$ cat config.mk
export PLATFORM = sky130hd
export DESIGN_NAME = calc_seq_ctrl_flat
export DESIGN_NICKNAME = d
export VERILOG_FILES = /design/src/rtl/calc_seq_ctrl_pkg.sv /design/src/rtl/calc_seq_ctrl_if.sv /design/src/rtl/calc_seq_ctrl_watchdog.sv /design/src/rtl/calc_seq_ctrl.sv /design/src/flat_wrapper.sv
export SDC_FILE = /design/constraint.sdc
export NUM_CORES = 1
export LEC_CHECK = 0
export CORE_MARGIN = 2
export CORE_UTILIZATION = 40
export DETAILED_ROUTE_END_ITERATION = 10
export HOLD_SLACK_MARGIN = 0.02
export PLACE_DENSITY = 0.68
export SLEW_MARGIN = 20
export SYNTH_ARGS = -nofsm -noshare
export SYNTH_HDL_FRONTEND = slang
export SYNTH_SLANG_ARGS = --single-unit
$ cat constraint.sdc
create_clock -name clk -period 4.2 [get_ports clk]
set_input_delay 0.84 -clock clk [delete_from_list [all_inputs] [get_ports clk]]
set_output_delay 0.84 -clock clk [all_outputs]
set_load 0.02 [all_outputs]
$ cat src/rtl/calc_seq_ctrl_pkg.sv
// Shared types and encodings for the calculator sequencing controller.
package calc_pkg;

  // Controller states; the encoding is exported on state_dbg.
  typedef enum logic [2:0] {
    WAIT_A  = 3'd0,
    WAIT_OP = 3'd1,
    WAIT_B  = 3'd2,
    WAIT_EQ = 3'd3,
    EXEC    = 3'd4,
    BUSY    = 3'd5,
    DONE    = 3'd6
  } state_e;

  // Token kinds from the keypad decoder.
  localparam logic [1:0] KIND_OPND = 2'b00;
  localparam logic [1:0] KIND_OPR  = 2'b01;
  localparam logic [1:0] KIND_EQ   = 2'b10;
  localparam logic [1:0] KIND_CLR  = 2'b11;

  // Error codes reported on err_code.
  localparam logic [1:0] ERR_NONE    = 2'b00;
  localparam logic [1:0] ERR_TOKEN   = 2'b01;
  localparam logic [1:0] ERR_DIV0    = 2'b10;
  localparam logic [1:0] ERR_TIMEOUT = 2'b11;

  // ALU opcodes.
  localparam logic [2:0] OP_ADD = 3'd0;
  localparam logic [2:0] OP_SUB = 3'd1;
  localparam logic [2:0] OP_MUL = 3'd2;
  localparam logic [2:0] OP_DIV = 3'd3;

  // Single-cycle datapath strobes, registered together so at most one fires.
  typedef struct packed {
    logic a_we;
    logic b_we;
    logic op_we;
    logic reg_clr;
    logic alu_start;
    logic res_we;
  } strobe_t;

  // States in which the controller takes tokens from the decoder.
  function automatic logic is_accepting(input state_e s);
    return (s == WAIT_A) || (s == WAIT_OP) || (s == WAIT_B) || (s == WAIT_EQ);
  endfunction

endpackage

$ cat src/rtl/calc_seq_ctrl_if.sv
// Token stream from the keypad decoder into the sequencing controller.
interface calc_seq_ctrl_if #(
  parameter int DATA_W = 8
);
  logic              in_valid;
  logic              in_ready;
  logic [1:0]        in_kind;
  logic [DATA_W-1:0] in_data;

  modport master (output in_valid, output in_kind, output in_data, input in_ready);
  modport slave  (input in_valid, input in_kind, input in_data, output in_ready);
endinterface

$ cat src/rtl/calc_seq_ctrl_watchdog.sv
// ALU watchdog: counts BUSY cycles from alu_start and flags expiry on the
// cycle the count reaches TO_CYCLES-1, so the timeout error lands exactly
// TO_CYCLES cycles after alu_start.
module calc_alu_watchdog #(
  parameter int TO_CYCLES = 32
) (
  input  logic clk,
  input  logic rst,
  input  logic start,
  input  logic clr,
  input  logic run,
  output logic expire
);
  localparam int              CW   = $clog2(TO_CYCLES);
  localparam logic [CW-1:0]   LAST = CW'(TO_CYCLES - 1);

  logic [CW-1:0] cnt;

  assign expire = run && (cnt == LAST);

  // Restart on start/clear, otherwise count up while the ALU is running.
  always_ff @(posedge clk) begin
    if (rst || start || clr) cnt <= '0;
    else if (run && !expire)  cnt <= cnt + 1'b1;
  end
endmodule

$ cat src/rtl/calc_seq_ctrl.sv
// Calculator sequencing controller: turns decoder tokens into register
// write strobes, launches the ALU, captures and presents the result.
// Optional macro CALC_CHAIN_EN: after the result is consumed, load it back
// into A (a_src_sel) and continue at WAIT_OP so operations can chain.
module calc_seq_ctrl #(
  parameter int              DATA_W    = 8,
  parameter int              OP_W      = 3,
  parameter int              TO_CYCLES = 32,
  parameter logic [OP_W-1:0] OP_DIV    = 3'd3
) (
  input  logic              clk,
  input  logic              rst,
  calc_seq_ctrl_if.slave    tok,
  output logic [DATA_W-1:0] opnd_d,
  output logic [OP_W-1:0]   op_d,
  output logic              a_we,
  output logic              b_we,
  output logic              op_we,
  output logic              reg_clr,
  output logic              alu_start,
  input  logic              alu_done,
  output logic              res_we,
  output logic              res_valid,
  input  logic              res_ack,
  output logic              err,
  output logic [1:0]        err_code,
  output logic [2:0]        state_dbg
`ifdef CALC_CHAIN_EN
  ,
  output logic              a_src_sel
`endif
);
  import calc_pkg::*;

  state_e            state_q, state_n;
  strobe_t           stb_q, stb_n;
  logic              err_q, err_n;
  logic [1:0]        code_q, code_n;
  logic [DATA_W-1:0] opnd_q, opnd_n;
  logic [OP_W-1:0]   op_q, op_n;
  logic              bz_q, bz_n;
  logic              rv_q, rv_n;
  logic              accept;
  logic              wd_start, wd_clr, wd_expire;
`ifdef CALC_CHAIN_EN
  logic              src_q, src_n;
`endif

  assign tok.in_ready = !rst && is_accepting(state_q);
  assign accept       = tok.in_valid && tok.in_ready;

  calc_alu_watchdog #(.TO_CYCLES(TO_CYCLES)) u_wd (
    .clk    (clk),
    .rst    (rst),
    .start  (wd_start),
    .clr    (wd_clr),
    .run    (state_q == BUSY),
    .expire (wd_expire)
  );

  // Next state and next registered outputs; strobes default to idle.
  always_comb begin
    state_n  = state_q;
    stb_n    = '0;
    err_n    = 1'b0;
    code_n   = code_q;
    opnd_n   = opnd_q;
    op_n     = op_q;
    bz_n     = bz_q;
    rv_n     = rv_q;
    wd_start = 1'b0;
    wd_clr   = 1'b0;
`ifdef CALC_CHAIN_EN
    src_n    = 1'b0;
`endif
    if (accept && tok.in_kind == KIND_CLR) begin
      stb_n.reg_clr = 1'b1;
      state_n       = WAIT_A;
    end else begin
      unique case (state_q)
        WAIT_A: if (accept) begin
          if (tok.in_kind == KIND_OPND) begin
            stb_n.a_we = 1'b1;
            opnd_n     = tok.in_data;
            state_n    = WAIT_OP;
          end else begin
            err_n  = 1'b1;
            code_n = ERR_TOKEN;
          end
        end
        WAIT_OP: if (accept) begin
          if (tok.in_kind == KIND_OPR) begin
            stb_n.op_we = 1'b1;
            op_n        = tok.in_data[OP_W-1:0];
            state_n     = WAIT_B;
          end else if (tok.in_kind == KIND_OPND) begin
            stb_n.a_we = 1'b1;
            opnd_n     = tok.in_data;
          end else begin
            err_n  = 1'b1;
            code_n = ERR_TOKEN;
          end
        end
        WAIT_B: if (accept) begin
          if (tok.in_kind == KIND_OPND) begin
            stb_n.b_we = 1'b1;
            opnd_n     = tok.in_data;
            bz_n       = (tok.in_data == '0);
            state_n    = WAIT_EQ;
          end else if (tok.in_kind == KIND_OPR) begin
            stb_n.op_we = 1'b1;
            op_n        = tok.in_data[OP_W-1:0];
          end else begin
            err_n  = 1'b1;
            code_n = ERR_TOKEN;
          end
        end
        WAIT_EQ: if (accept) begin
          if (tok.in_kind == KIND_EQ) begin
            state_n = EXEC;
          end else if (tok.in_kind == KIND_OPND) begin
            stb_n.b_we = 1'b1;
            opnd_n     = tok.in_data;
            bz_n       = (tok.in_data == '0);
          end else begin
            err_n  = 1'b1;
            code_n = ERR_TOKEN;
          end
        end
        EXEC: begin
          // Divide by zero is caught here so the ALU never sees it.
          if (op_q == OP_DIV && bz_q) begin
            err_n         = 1'b1;
            code_n        = ERR_DIV0;
            stb_n.reg_clr = 1'b1;
            state_n       = WAIT_A;
          end else begin
            stb_n.alu_start = 1'b1;
            wd_start        = 1'b1;
            state_n         = BUSY;
          end
        end
        BUSY: begin
          // done wins over a same-cycle timeout
          if (alu_done) begin
            stb_n.res_we = 1'b1;
            wd_clr       = 1'b1;
            state_n      = DONE;
          end else if (wd_expire) begin
            err_n         = 1'b1;
            code_n        = ERR_TIMEOUT;
            stb_n.reg_clr = 1'b1;
            wd_clr        = 1'b1;
            state_n       = WAIT_A;
          end
        end
        DONE: begin
          if (stb_q.res_we) rv_n = 1'b1;
          if (rv_q && res_ack) begin
            rv_n = 1'b0;
`ifdef CALC_CHAIN_EN
            stb_n.a_we = 1'b1;
            src_n      = 1'b1;
            state_n    = WAIT_OP;
`else
            state_n    = WAIT_A;
`endif
          end
        end
        default: state_n = WAIT_A;
      endcase
    end
  end

  // State and registered outputs; reset overrides tokens and alu_done.
  always_ff @(posedge clk) begin
    if (rst) begin
      state_q <= WAIT_A;
      stb_q   <= '0;
      err_q   <= 1'b0;
      code_q  <= ERR_NONE;
      opnd_q  <= '0;
      op_q    <= '0;
      bz_q    <= 1'b0;
      rv_q    <= 1'b0;
`ifdef CALC_CHAIN_EN
      src_q   <= 1'b0;
`endif
    end else begin
      state_q <= state_n;
      stb_q   <= stb_n;
      err_q   <= err_n;
      code_q  <= code_n;
      opnd_q  <= opnd_n;
      op_q    <= op_n;
      bz_q    <= bz_n;
      rv_q    <= rv_n;
`ifdef CALC_CHAIN_EN
      src_q   <= src_n;
`endif
    end
  end

  assign opnd_d    = opnd_q;
  assign op_d      = op_q;
  assign a_we      = stb_q.a_we;
  assign b_we      = stb_q.b_we;
  assign op_we     = stb_q.op_we;
  assign reg_clr   = stb_q.reg_clr;
  assign alu_start = stb_q.alu_start;
  assign res_we    = stb_q.res_we;
  assign res_valid = rv_q;
  assign err       = err_q;
  assign err_code  = code_q;
  assign state_dbg = state_q;
`ifdef CALC_CHAIN_EN
  assign a_src_sel = src_q;
`endif
endmodule
$ cat src/flat_wrapper.sv
// flat-port wrapper written by rule: the top's interface ports become plain ports
module calc_seq_ctrl_flat import calc_pkg::*;
#(
  parameter int              DATA_W    = 8,
  parameter int              OP_W      = 3,
  parameter int              TO_CYCLES = 32,
  parameter logic [OP_W-1:0] OP_DIV    = 3'd3
)
  (clk, rst, opnd_d, op_d, a_we, b_we, op_we, reg_clr, alu_start, alu_done, res_we, res_valid, res_ack, err, err_code, state_dbg, tok_in_valid, tok_in_kind, tok_in_data, tok_in_ready);
  calc_seq_ctrl_if #(.DATA_W(DATA_W)) tok_i ();
  input  logic clk;
  input  logic rst;
  output logic [DATA_W-1:0] opnd_d;
  output logic [OP_W-1:0] op_d;
  output logic a_we;
  output logic b_we;
  output logic op_we;
  output logic reg_clr;
  output logic alu_start;
  input  logic alu_done;
  output logic res_we;
  output logic res_valid;
  input  logic res_ack;
  output logic err;
  output logic [1:0] err_code;
  output logic [2:0] state_dbg;
  input wire logic [$bits(tok_i.in_valid)-1:0] tok_in_valid;
  input wire logic [$bits(tok_i.in_kind)-1:0] tok_in_kind;
  input wire logic [$bits(tok_i.in_data)-1:0] tok_in_data;
  output wire logic [$bits(tok_i.in_ready)-1:0] tok_in_ready;
  assign tok_i.in_valid = tok_in_valid;
  assign tok_i.in_kind = tok_in_kind;
  assign tok_i.in_data = tok_in_data;
  assign tok_in_ready = tok_i.in_ready;
  calc_seq_ctrl #(.DATA_W(DATA_W), .OP_W(OP_W), .TO_CYCLES(TO_CYCLES), .OP_DIV(OP_DIV)) u_core (.clk(clk), .rst(rst), .tok(tok_i), .opnd_d(opnd_d), .op_d(op_d), .a_we(a_we), .b_we(b_we), .op_we(op_we), .reg_clr(reg_clr), .alu_start(alu_start), .alu_done(alu_done), .res_we(res_we), .res_valid(res_valid), .res_ack(res_ack), .err(err), .err_code(err_code), .state_dbg(state_dbg));
endmodule
# --- Yosys cells after proc, flatten, opt, wreduce, memory -nomap -nowiden ---
# Cells that the tools add are included.
totals:
  register_bits: 30
  inputBits: 15
  output_inout_bits: 25
  elab_cells: 157
classes:
  n_addsub: 1
  n_eq_ne: 29
  n_mux: 80
  bitwise: 2
  reduce_logical: 31
ops:
  columns: ["cell", "count"]
  rows:
  - ["two-way mux 3 bit", 16]
  - ["two-way mux 8 bit", 6]
  - ["two-way mux 1 bit", 35]
  - ["two-way mux 2 bit", 13]
  - ["case mux 8 bit (3 select lines)", 1]
  - ["case mux 3 bit (7 select lines)", 1]
  - ["!= test 2 bit, second input constant", 9]
  - ["!= test 2 x 1 -> 1 bit, second input constant", 8]
  - ["AND reduction 13 bit", 1]
  - ["case mux 2 bit (6 select lines)", 1]
  - ["case mux 1 bit (2 select lines)", 5]
  - ["AND reduction 10 bit", 1]
  - ["AND reduction 5 bit", 2]
  - ["equality test 3 x 2 -> 1 bit, second input constant", 3]
  - ["equality test 3 bit, second input constant", 3]
  - ["zero test 8 bit", 1]
  - ["logical AND 1 bit", 7]
  - ["AND reduction 7 bit", 1]
  - ["case mux 1 bit (6 select lines)", 1]
  - ["case mux 3 bit (2 select lines)", 1]
  - ["nonzero test 2 bit", 3]
  - ["nonzero test 6 bit", 1]
  - ["adder 5 x 1 -> 5 bit, second input constant", 1]
  - ["equality test 5 bit, second input constant", 1]
  - ["other kinds (13)", 21]

# --- Longest topological paths before layout ---
logic_depth:
  word_depth: 10
  mapped_depth: 8
  ltp_nobuf: 8

# --- Modules after synthesis ---
# A second synthesis with hierarchy kept.
unflattened:
  cells_unflattened: 170
  area_unflattened_um2: 1478.9
modules_own_cells:
  columns: ["mod", "instances", "cells_each", "area_each_um2", "seq_area_each_um2"]
  rows:
  - ["calc_seq_ctrl", 1, 143, 1236.2, 500.5]
  - ["calc_alu_watchdog", 1, 27, 242.7, 100.1]

# --- Least setup slack after synthesis ---
# No wires, ideal clock.
synth_path:
  path_kind: "input to output"
  startpoint: "input rst"
  endpoint: "output tok_in_ready"
  t_arrival_ps: 1556
  required_ps: 3360
  path_slack_ps: 1804
  path_stages: 3
  n_path_buf: 2
  path_cell_list: "clkbuf_1 > buf_1 > nor2_1"
synth_between:
  elab_chain_len: 2
synth_lines:
  columns: ["element", "line_no", "text"]
  rows:
  - ["start: declaration", "flat_wrapper.sv:12", "input logic rst;"]
  - ["zero test 1 bit", "calc_seq_ctrl.sv:49", "assign tok.in_ready = !rst && is_accepting(state_q);"]
  - ["logical AND 1 bit", "calc_seq_ctrl.sv:49", null]
  - ["end: declaration", "flat_wrapper.sv:30", "output wire logic [$bits(tok_i.in_ready)-1:0] tok_in_ready;"]
# Every way passes these cells.

# --- Worst setup path after layout ---
# Ends and elaborated chain as after synthesis.

==> reports/qor.yml <==
outcome:
  outcome: "finished clean"
synth:
  async_flop_share_pct: 0
  syn-instance-count: 158
  synth_seq_cells: 30
  ys_types: 46
  seq_area_frac_synth_pct: 43.4
  syn_nets: 175
  syn_avg_cell_area_um2: 8.77
  synth_edf_count: 0
  synthFlopType: "dfxtp_1"
  synth_warnings: 0
  synth_area_mm2: 0.00139
place:
  hpwl_um: 2310
  gp_congestion: 0.837
  portBuffers: 39
  dpl_cell_area_mm2: 0.00180
final_layout:
  layout-drive-gt1-share_pct: 8.63
  nNetsFinal: 214
  final_common_cell: "clkdlybuf4s50_1"
  syn2layout_area_growth_pct: 36.1
  final_cell_mix: "clkdlybuf4s50_1 (39), dfxtp_1 (30), nand2_1 (24)"
  antenna_cells: 0
  stdcell_area_mm2: 0.00189
power:
  pwr_density_cell_mw_per_mm2: 313
  p_leak_nw: 0.682
  peakVddDrop_uv: 221
drt:
  via_count: 1265
  drtAntennaViolNets: 0
  first_pass_iters: 4
  drt_iter0_markers: 51
  vias_per_cell: 5.21
  wire_per_inst_um: 12.8
  wirelength_um: 3110
  drc: 0
timing:
  setup_viol: 0
  clock_skew_ns: 0.00791
  worst_slew_pin_slew_ns: 0.575
  finalSetupTns_ns: 0
  slew_violations: 0
  period_share_pct: 74.8
  fmax_mhz: 318
  hold_viol: 0
  maxSlewHeadroom_pct: 61.6
  min_period_ns: 3.14
  rsz0062_at_grt: "no"
grt:
  grt_pass1_wl_um: 5090
  antenna_found_initial: 0
  gr-usage-all-layers_pct: 16.5
  first_global_vias: 1083
  grt_max_degree: 19
  gr-total-overflow: 0
floorplan:
  initial_core_util_pct: 41.5
  io_pins: 40
  dieHeight_um: 62.8
  dieArea_mm2: 0.00395
  rows: 21
  core_area_mm2: 0.00334
  die_x_um: 62.8
setup_path:
  critPathKind: "input pin to output port"
  crit_family: "buffers and inverters"
  crit_required_ns: 3.36
  cp-end-kind: "output port"
  worst_path_max_delay_cell: "clkdlybuf4s50_1"
  arrival_ns: 2.30
  cp.buffers_inverters: 2
  crit_path_start_kind: "input pin"
  path_cells: "clkdlybuf4s50_1 > nor2_1 > clkdlybuf4s50_1"
  critPathMaxStageDelay_ns: 0.63
  cp_max_fo: 11
  crit_path_frequent_cell: "clkdlybuf4s50_1"
hold_path:
  hp-class: "flip-flop to flip-flop"
clocking:
  clock_sinks: 30
  clk_pin_slew_ns: 0.09
  ctsHoldBuffers: 0
  numCtsBuffers: 5
  clkLatencyLatePin_ns: 0.33
  post_cts_buffers: 0
  cts_max_path_buffers: 2
  cts_root_buffer: "clkbuf_4"
  ctsResizeCount: 0
  cts_tree: "yes"
  htree_levels: 2
job:
  max-cap-violations: 0
## power by group
group	switching (mW)	internal (mW)	total, mW
sequential	0.00465	0.288	0.293
clock	0.0968	0.138	0.235
combinational	0.0303	0.0308	0.0611
## kinds of logic after synthesis
family | Yosys count | synth area share [%]
AND/OR/NAND/NOR | 75 | 29.3
XOR/XNOR | 3 | 1.90
multiplexers | 7 | 5.06
buffers and inverters | 10 | 3.16
AO/OA/AOI/OAI | 31 | 15.4
adder cells (fa/ha/maj) | 2 | 1.81
flip-flops | 30 | 43.4
## synthesized netlist by cell type, types with 3 or more instances
master,count,share of area [%]
nand2b_1,5,2.3
nand2_1,24,6.5
mux2i_1,7,5.1
nand3_1,3,1.1
nor2b_1,6,2.7
clkbuf_1,4,1.1
a211oi_1,3,1.6
nor3_1,4,1.4
nor2_1,16,4.3
dfxtp_1,30,43
a21oi_1,11,4.0
## cell type report
cell class                 instances  area, um^2
clock buffer                       6        51.3
multi-input combinational        118         741
clock inverter                     1        30.0
sequential                        30         601
tap                               46        57.6
timing repair buffer              40         398
fill                             313        1450
inverter                           2        7.51
## state kept, by name (all words and copies together), names as in the netlist
signal and flops:
u_core.state_dbg 3, u_core.reg_clr 1, u_core.op_d 3, u_core.op_we 1, u_core.opnd_d 8, u_core.b_we 1, u_core.alu_start 1, u_core.bz_q 1
u_core.res_we 1, u_core.a_we 1, u_core.res_valid 1, u_core.err 1, u_core.u_wd.cnt 5, u_core.err_code 2
## tightest hold or removal path: stages (launching register included)
cell and delay, ns:
dfxtp_1 0.32, nand2_1 0.05, a21oi_1 0.05
## final timing paths
kind,from,endpoint,slack [ns],cells after the start
setup / recovery,rst,tok_in_ready,1.06,3
hold / removal,u_core.opnd_d[4],u_core.opnd_d[4],0.46,2
setup reg to reg,u_core.u_wd.cnt[0],u_core.u_wd.cnt[3],2.17,8
hold reg to reg,u_core.opnd_d[4],u_core.opnd_d[4],0.46,2
## routing by layer
metal	vias to the layer above	part of all wire [%]	GRT usage, %
met3	7	3.1	3.78
met5	-	0	0
li1	642	-	-
met1	591	46	19.2
met4	0	2.0	8.33
met2	25	49	28.2
## per-stage QoR
stage / util (%) / setup slack [ns] / hold WS, ns / power, mW / cells
3_3_place_gp: 54.1 / 1.09 / 0.445 / 0.360 / 236
4_1_cts: 56.5 / 1.08 / 0.464 / 0.598 / 243
2_1_floorplan: - / 1.80 / 0.461 / 0.331 / 158
5_1_grt: 56.5 / 0.984 / 0.485 / 0.615 / 243
6_report: 56.5 / 1.06 / 0.462 / 0.589 / 243
3_5_place_dp: 54.1 / 1.08 / 0.450 / 0.361 / 236
Note: power is estimated with default switching activity, not from simulation.
